File: config.mk
export PLATFORM = sky130hd
export DESIGN_NAME = vld_rdy_trace_recorder
export DESIGN_NICKNAME = d
export VERILOG_FILES = /design/src/rtl/vld_rdy_trace_recorder.sv
export SDC_FILE = /design/constraint.sdc
export NUM_CORES = 1
export LEC_CHECK = 0
export CAP_MARGIN = 10
export CORE_MARGIN = 5
export CORE_UTILIZATION = 65
export DETAILED_ROUTE_END_ITERATION = 12
export GPL_ROUTABILITY_DRIVEN = 0
export PLACE_DENSITY = 0.86
export SETUP_SLACK_MARGIN = 0.4
export SLEW_MARGIN = 20
export SYNTH_ARGS = -nofsm -noshare
export SYNTH_HDL_FRONTEND = slang
export SYNTH_SLANG_ARGS = --single-unit
File: constraint.sdc
create_clock -name clk -period 15.8 [get_ports clk]
set_clock_uncertainty 0.15 [all_clocks]
set_input_delay 3.16 -clock clk [delete_from_list [all_inputs] [get_ports clk]]
set_output_delay 3.16 -clock clk [all_outputs]
set_load 0.005 [all_outputs]
File: src/rtl/vld_rdy_trace_recorder.sv
// Timestamping capture FIFO for a valid/ready trace tap, drained over its own valid/ready stream.
// Optional stall counter output enabled by defining TRACE_REC_STALL_CNT_EN.
module vld_rdy_trace_recorder #(
    parameter int unsigned DATAW = 8,
    parameter int unsigned TSW   = 64,
    parameter int unsigned DEPTH = 16
) (
    input  logic                       clk,
    input  logic                       rst,
    input  logic                       enable,
    input  logic                       tap_valid,
    input  logic                       tap_ready,
    input  logic [DATAW-1:0]           tap_data,
    output logic                       rec_valid,
    input  logic                       rec_ready,
    output logic [TSW+DATAW-1:0]       rec_data,
    output logic [TSW-1:0]             clkcnt,
    output logic [15:0]                drop_cnt,
`ifdef TRACE_REC_STALL_CNT_EN
    output logic [31:0]                stall_cnt,
`endif
    output logic [$clog2(DEPTH):0]     fifo_level
);

    localparam int unsigned AW = $clog2(DEPTH);
    localparam int unsigned RW = TSW + DATAW;
    localparam logic [AW:0] PtrOne = (AW+1)'(1);
    localparam logic [AW:0] LevelFull = (AW+1)'(DEPTH);

    logic [TSW-1:0] clkcnt_q;
    logic [AW:0]    wr_ptr_q, rd_ptr_q;
    logic [15:0]    drop_cnt_q;
    logic [RW-1:0]  mem [DEPTH];

    logic [AW:0] level;
    logic        full, empty;
    logic        capture, pop, push, drop;

    always_comb begin
        level   = wr_ptr_q - rd_ptr_q;
        full    = (level == LevelFull);
        empty   = (level == '0);
        capture = tap_valid && tap_ready && enable;
        pop     = !empty && rec_ready;
        // A pop on a full FIFO frees the slot the simultaneous push lands in.
        push    = capture && (!full || pop);
        drop    = capture && full && !pop;
    end

    always_ff @(posedge clk) begin
        if (rst) begin
            clkcnt_q   <= '0;
            wr_ptr_q   <= '0;
            rd_ptr_q   <= '0;
            drop_cnt_q <= '0;
        end else begin
            clkcnt_q <= clkcnt_q + TSW'(1);
            if (push) begin
                wr_ptr_q <= wr_ptr_q + PtrOne;
            end
            if (pop) begin
                rd_ptr_q <= rd_ptr_q + PtrOne;
            end
            if (drop && (drop_cnt_q != 16'hFFFF)) begin
                drop_cnt_q <= drop_cnt_q + 16'd1;
            end
        end
    end

    // Storage is not reset; emptiness gates what is visible on rec_data.
    always_ff @(posedge clk) begin
        if (push && !rst) begin
            mem[wr_ptr_q[AW-1:0]] <= {clkcnt_q, tap_data};
        end
    end

`ifdef TRACE_REC_STALL_CNT_EN
    logic [31:0] stall_cnt_q;

    always_ff @(posedge clk) begin
        if (rst) begin
            stall_cnt_q <= '0;
        end else if (tap_valid && !tap_ready && enable && (stall_cnt_q != 32'hFFFF_FFFF)) begin
            stall_cnt_q <= stall_cnt_q + 32'd1;
        end
    end

    assign stall_cnt = stall_cnt_q;
`endif

    assign rec_valid  = !empty;
    assign rec_data   = empty ? '0 : mem[rd_ptr_q[AW-1:0]];
    assign clkcnt     = clkcnt_q;
    assign drop_cnt   = drop_cnt_q;
    assign fifo_level = level;

endmodule

==> results of run 1 <==
[cell type report]
type                    instances  area [sq um]
flip-flops and latches       1246         36500
fillers                      3379         18000
multi-input cells             849         11300
clock buffers                 154          3220
repair buffers                235          2230
well taps                     959          1200
clock inverters                63           717
inverters                      21          78.8
diodes                          1          2.50
[worst paths after layout]
check	startpoint	to	slack [ps]	cells after the start
worst max register to register	wr_ptr_q[3]	mem[3][54]	11050	8
worst max-delay path	flip-flop	rec_data[13]	6860	6
worst min-delay path	clkcnt[42]	mem[0][50]	370	0
worst min register to register	clkcnt[42]	mem[0][50]	370	0
[registers in the layout, summed over array words and instances, names as in the netlist, named ones only]
signal and count:
rd_ptr_q 5, drop_cnt 16, mem 1152, wr_ptr_q 5, clkcnt 64
[Yosys cell counts, types with 19 or more instances]
cell type                  instances  share of area, %
sky130_fd_sc_hd__nand2_1          36              0.28
sky130_fd_sc_hd__edfxtp_1       1152                72
sky130_fd_sc_hd__xnor2_1          41              0.75
sky130_fd_sc_hd__a21oi_1          25              0.26
sky130_fd_sc_hd__nor4_1           19              0.25
sky130_fd_sc_hd__nor3_1           29              0.30
sky130_fd_sc_hd__clkbuf_1         71              0.55
sky130_fd_sc_hd__mux4_2          360                17
sky130_fd_sc_hd__buf_2            31              0.32
sky130_fd_sc_hd__nor2b_1          74              0.96
sky130_fd_sc_hd__nor2_1           72              0.56
sky130_fd_sc_hd__xor2_1           25              0.45
sky130_fd_sc_hd__dfxtp_1          94               3.9
sky130_fd_sc_hd__nand3_1          32              0.33
sky130_fd_sc_hd__inv_1            21              0.16
[critical path: cells and delay by family (launching register included)]
kind                   cells  cell delay, ps
buffers and inverters      3            2610
DFF                        1             990
and+or+nand+nor            1             510
muxes                      2             700
[metrics by stage]
step / std cells / instance area (sq um)
detailed placement: 3308 / 51200
CTS: 3525 / 55100
floorplan: 2229 / 48200
global placement: 3308 / 51200
global route: 3528 / 55200
finish: 3528 / 55200
[routing by layer]
layer / wire, um / part of all wire [%] / global-route usage, %
met1: 41000 / 32 / 43.0
met2: 64400 / 51 / 53.3
met3: 15300 / 12 / 6.19
met4: 5590 / 4.4 / 12.9
met5: 13 / 0.010 / 0
[logic make-up after synthesis]
kind of cell    Yosys count
flops                  1246
compound gates           56
mux                     362
buf+inv                 134
xor+xnor                 66
fa+ha+maj                12
simple gates            353
[report_power, final]
part / leakage, nW / switching [mW] / internal, mW / total (mW)
clock network: 1.93 / 1.23 / 1.66 / 2.89
registers: 11.4 / 0.0586 / 3.57 / 3.63
logic: 3.77 / 0.780 / 0.954 / 1.73
total: 17.1 / 2.07 / 6.18 / 8.25
==> run summary, run 1 <==
The run finished with clean final reports. The final critical path takes up 56.6% of the cycle. The total clock buffers created by CTS came out at 114. The total overflow left after global routing is 0. The count of unresolved DRC violations after routing is 0. The worst setup path is captured at an output pin.

The warning count from the yosys run is 0. The mean post-synth cell area is 21.6 sq um. The number of enable flip-flop cells after synthesis is about 1,200. The fraction of synthesized cell area in xor and xnor cells is 1.20%.

The leakage power came out at 17.1 nW. The worst setup slack after layout came out at 6860 ps. The sum of negative setup slack is 0 ps. The delay contributed by the slowest stage of the critical path came out at ~1000 ps. The starting density of the core came out at 65.8%.

Setup repair after global routing left no endpoint under its margin. The endpoint arrival time on the critical path came out at 5630 ps. The complex-gate fraction of the synthesized area is 0.696%. The number of global-route vias before repair was 25,900. The cell with the largest stage delay on the worst path is sky130_fd_sc_hd__buf_4.

The number of register bits inferred by synthesis came out at ~1,200. After layout, the design draws a total of 8.25 mW. The routed length per placed instance came out at 35.8 um. For this run, the total global-route usage over all layers was measured as 32.1%.

The maximum number of pins on one net before global-route repair is 117. The net count of the finished layout is 2,493. The startpoint type of the worst setup path is a flip-flop. The area overhead of the layout relative to synthesis is 14.5%. The ratio of cells with drive above 1 in the final layout is 24.9%.

Of the total synthesized cell area, the portion taken by full adders, half adders and majority gates is less than 1%. The worst max-slew margin expressed relative to the limit came out at 16.4%. The count of different cell masters after synthesis came out at 50. In this run the deepest clock path goes through 3 buffers. The final-report max-slew violation count came to 0.

The floorplan has 99 rows. The number of hold violations in the final report came out at 0. The die extent in y came out at 282 um. The final HPWL from detailed placement is 59.4 mm.

The clock-pin transition on the worst setup and hold timing paths is 60 ps. The number of hold buffers added after CTS came out at 0. The share of cell area taken by muxes after synthesis came out at 16.9%. The share of synthesized cell area in and, or, nand and nor gates is 4.08%. The via density per instance came out at between 7 and 8. The maximum VDD drop came out at 0.139 mV. The total standard cell area after synthesis is 0.0482 sq mm. For the pin with the worst max-slew slack, the measured transition is 1240 ps. The cell sitting at the root of the clock tree is a sky130_fd_sc_hd__clkbuf_16. The initial antenna violation count was 2. The total detailed-routing wirelength came out at 126 mm. The first routing iteration left 4,419 violations. The area enclosed by the die boundary is 0.0797 sq mm. TritonCTS built the clock tree. The fraction of synthesis flops using an asynchronous set or reset pin came out at 0%. The tool flagged a number of max-cap violations equal to 0.

The clock tree synthesis step divided the H-tree into 3 levels. The highest achievable clock rate is between 100 and 150 MHz. Leaving out fill and tap cells, the most frequent cell in the layout is sky130_fd_sc_hd__edfxtp_1.

Pin placement for this block handled 172 I/O pins. The vias after detailed routing came out at 25,400. For this run, the leading register cell type out of synthesis is sky130_fd_sc_hd__edfxtp_1.

After synthesis, the largest family of logic cells by area is multiplexers. The synthesized instance count came out at around 2,200. The first-pass GRT wire length is 183 mm. By startpoint and endpoint, the worst setup path is classified as reg2out. For the worst setup path, the data required time is ~12,000 ps. Power spread over the standard cell area amounts to approximately 150 mW/mm^2. The library cells used most frequently in the layout, excluding fill and tap cells, are sky130_fd_sc_hd__edfxtp_1, sky130_fd_sc_hd__mux4_2, sky130_fd_sc_hd__clkdlybuf4s50_1.

The port buffer count came out at 171. Subtracting the final worst setup slack from the clock period gives 8940 ps. The post-cts repair resize count came out at 0.

The portion of the post-synthesis area used by sequential elements is 75.7%. At the placement stage, the worst setup path has a slack of 7810 ps. The utilization after layout came out at 75.4%. When the netlist entered floorplanning its net count stood at around 2,300. Traced cell by cell, the critical path runs through buf_4 -> buf_4 -> mux4_2 -> mux4_2 -> nor2b_1 -> clkdlybuf4s50_1. The worst-path maximum fanout is 77. The horizontal die dimension came out at 282 um. Final hold analysis gives a worst-case slack of 370 ps. The number of setup buffers added after CTS came out at 0. The class of the worst hold path is reg2reg. The clock latency at the later pin of the worst-skew pair is 700 ps. The first detailed-routing pass ran for 5 iterations. The residual antenna-violating net count after detailed routing came out at 0. The floorplan core area came out at between 0.07 and 0.08 sq mm.

Setup violations remaining at the end of the flow were counted as 0. The clock sink count came out at 1,246.
Note: power is estimated with default switching activity, not from simulation.
==> inputs of run 2 (changes only) <==
--- a/config.mk
+++ b/config.mk
@@ -7,10 +7,10 @@
 export LEC_CHECK = 0
 export CAP_MARGIN = 10
 export CORE_MARGIN = 5
-export CORE_UTILIZATION = 65
+export CORE_UTILIZATION = 55
 export DETAILED_ROUTE_END_ITERATION = 12
 export GPL_ROUTABILITY_DRIVEN = 0
-export PLACE_DENSITY = 0.86
+export PLACE_DENSITY = 0.78
 export SETUP_SLACK_MARGIN = 0.4
 export SLEW_MARGIN = 20
 export SYNTH_ARGS = -nofsm -noshare
==> constraint.sdc (replaced) <==
create_clock -name clk -period 7.9 [get_ports clk]
set_clock_uncertainty 0.15 [all_clocks]
set_input_delay 1.58 -clock clk [delete_from_list [all_inputs] [get_ports clk]]
set_output_delay 1.58 -clock clk [all_outputs]
set_load 0.005 [all_outputs]
==> run summary, run 2 (synthesized netlist as in run 1, its figures left out) <==
The run finished with clean final reports. The final standard cell area without fillers is 0.0555 sq mm (+0.63%). STA classifies the critical path endpoint as an output pin. TritonCTS built the clock tree. The final HPWL from detailed placement came out at 55.6 mm (-6.3%).

The worst-path maximum fanout was 42 (-45%). The number of global-route vias before repair is 24,400 (-5.7%). The initial antenna violation count is 1 (-1). The beginning of the critical path is wr_ptr_q[0].

The number of ports placed on the die boundary is 172 (unchanged). The maximum number of pins on one net before global-route repair was 154 (+32%). By instance count, the cell type seen most on the critical path is sky130_fd_sc_hd__inv_1. The final period utilization came out at 75.9%. The switching power of the nets is 3.88 mW (+87%).

The worst hold margin is 382 ps (+12.2 ps). In this design, the largest share of critical-path delay is due to buffers and inverters. The post-cts repair resize count is 0 (unchanged).

The routed length per placed instance came out at 30.1 um (-16%). The endpoint arrival time on the critical path is 4270 ps (-1360 ps). The final non-filler cell total came out at 3,714 (+5.3%). The sum of negative setup slack is 0 ps (unchanged).

The placed standard-cell area came out at 0.0516 sq mm (+0.72%). The worst setup slack after layout is 1900 ps (-4960 ps). The number of core rows is 108 (+9.1%). The final-report max-slew violation count was 0 (unchanged). The clock share of power is 35.0% (about the same).

The number of maximum-capacitance violations is 0 (unchanged). The layout net count is 2,482 (-0.44%). The vias after detailed routing is 23,800 (-6.4%). The class of the worst hold path is reg2reg. The share of power burned in registers is 44.2% (+0.3 points).

The port buffer count came out at 171 (unchanged). The first-iteration detailed-routing DRC count is 2,789 (-37%). The area overhead of the layout relative to synthesis came out at 15.3%. The setup violation total in the final timing report came to 0 (unchanged). The leakage power was 17.2 nW (+0.45%). The worst hold path begins at drop_cnt[8].

The buffer levels on the longest clock path came to 3 (unchanged). The starting density of the core is 55.5% (-10 points). The worst max-slew margin expressed relative to the limit is 15.4% (-0.95 points). The total detailed-routing wirelength is 112 mm (-11%). The total number of H-tree levels is 3 (unchanged). The ratio of cells with drive above 1 in the final layout is 24.7% (-0.26 points). The data required time of the worst path came out at 6170 ps (-6320 ps). The horizontal die dimension is 306 um (+8.4%). The area enclosed by the die boundary is 0.0936 sq mm (+18%). The number of antenna repair diodes came to 0 (-1). The clock latency at the later pin of the worst-skew pair was 680 ps (-20 ps).

The residual antenna-violating net count after detailed routing is 0 (unchanged). The combinational power share is 20.8% (-0.2 points). The count of unresolved DRC violations after routing came out at 0 (unchanged). The cell internal power dissipation is 12.4 mW (+100%). The post-placement cell count is 3,492 (+5.6%). The worst setup path is of the reg2out kind. The floorplan core area came out at 0.0869 sq mm (+19%).

The first-pass GRT wire length came to 166 mm (-9.3%). The slew at the pin closest to its max-slew limit came to 1270 ps (+25.7 ps). The critical path goes through inv_1 -> ha_1 -> inv_1 -> fa_1 -> nor3b_1 -> and4b_1 -> o2bb2a_4 -> buf_4 -> nor2b_1 -> clkdlybuf4s50_1. The maximum VDD drop came out at 0.218 mV (+57%). The utilization after layout is 63.9% (-11 points). The switching part of the total power was 23.8% (-1.3 points). The clock-pin transition on the worst setup and hold timing paths is 60 ps (about the same). Setup repair after global routing left no endpoint under its margin.

The count of fill cells added during filler insertion is 5,473 (+62%). The via density per instance is 6.41 (-11%). The delay contributed by the slowest stage of the critical path came out at 620 ps (-420 ps). The number of optimization iterations in the first detailed-route pass is 6 (+1). The most common library cell in the layout ignoring fill and taps is sky130_fd_sc_hd__edfxtp_1. The minimum clock period is 6000 ps. The power consumption is 16.3 mW (+97%). The startpoint identified for the worst register-to-register timing path is wr_ptr_q[0]. The number of hold buffers added after CTS came to 0 (unchanged).

For this run, the top clock speed supported by timing is 167 MHz. The die extent in y came out at 306 um (+8.4%). The power per cell area came to 293 mW/mm^2 (+96%). The number of flip-flops in the largest register came to 1,152 (unchanged). The clock tree root buffer cell is sky130_fd_sc_hd__clkbuf_16.

The number of setup buffers added after CTS is 0 (unchanged). The global-route usage over all layers was 23.9% (-8.2 points). The number of hold violations in the final report is 0 (unchanged).

The clock sink count is 1,246 (unchanged). The remaining global-route overflow is 0 (unchanged). The cell with the largest stage delay on the worst path is sky130_fd_sc_hd__buf_4.

Leaving out fill and tap cells, the most frequent cells in the layout are sky130_fd_sc_hd__edfxtp_1, sky130_fd_sc_hd__mux4_2, sky130_fd_sc_hd__clkdlybuf4s50_1. STA classifies the critical path startpoint as a flip-flop. The post-placement worst setup slack was 2580 ps (-5230 ps). The count of buffer and inverter cells on the critical path came out at 4 (+1). The total clock buffers created by CTS is 117 (+2.6%).
[run 2: cell count changes in the layout (fill, tap and decap cells not counted), moves of 2 or more]
cell                        delta
sky130_fd_sc_hd__clkbuf_8      +2
sky130_fd_sc_hd__clkbuf_1      +3
sky130_fd_sc_hd__clkinv_4      -2
sky130_fd_sc_hd__clkinv_2      +5
sky130_fd_sc_hd__inv_6         -2
sky130_fd_sc_hd__nor3_2        -9
sky130_fd_sc_hd__clkbuf_16     +2
sky130_fd_sc_hd__buf_4        -23
sky130_fd_sc_hd__nor3_4        +9
sky130_fd_sc_hd__buf_12       +10
sky130_fd_sc_hd__clkinv_1      -2
[run 2: tightest hold or removal path: stages, from the launching register on]
cell and delay [ps]:
sky130_fd_sc_hd__dfxtp_1 350, sky130_fd_sc_hd__o31ai_1 80, sky130_fd_sc_hd__a21oi_1 60
[run 2: area by class of cell]
cell class | instances | area, sq um | area share [%]
multi-input combinational | 849 | 11300 | 20.4
clock buffer | 161 | 3310 | 5.95
clock inverter | 61 | 656 | 1.18
timing repair buffer | 221 | 2250 | 4.05
sequential | 1246 | 36500 | 65.7
inverter | 21 | 78.8 | 0.142
tap | 1155 | 1450 | 2.60
[run 2: power by group through the flow]
| stage | combinational [mW] | clock [mW] | sequential (mW) |
|---|---|---|---|
| finish | 3.39 | 5.69 | 7.20 |
| global route | 3.64 | 6.06 | 7.20 |
| CTS | 3.47 | 5.76 | 7.20 |
| detailed placement | 3.43 | 0 | 7.34 |
| global placement | 3.39 | 0 | 7.34 |
| floorplan | 2.20 | 0 | 7.29 |
[run 2: worst paths after layout]
kind / endpoint / slack, ps / cells after the start
worst max register to register: mem[2][57] / 3310 / 13
worst min-delay path: drop_cnt[8] / 380 / 2
worst min register to register: drop_cnt[8] / 380 / 2
worst max-delay path: rec_data[6] / 1900 / 10
[run 2: metal layers]
layer / global-route usage, % / share of wire, %
met2: 39.5 / 51
met1: 34.1 / 38
met3: 4.07 / 8.9
met5: 0 / 0
met4: 5.85 / 2.2
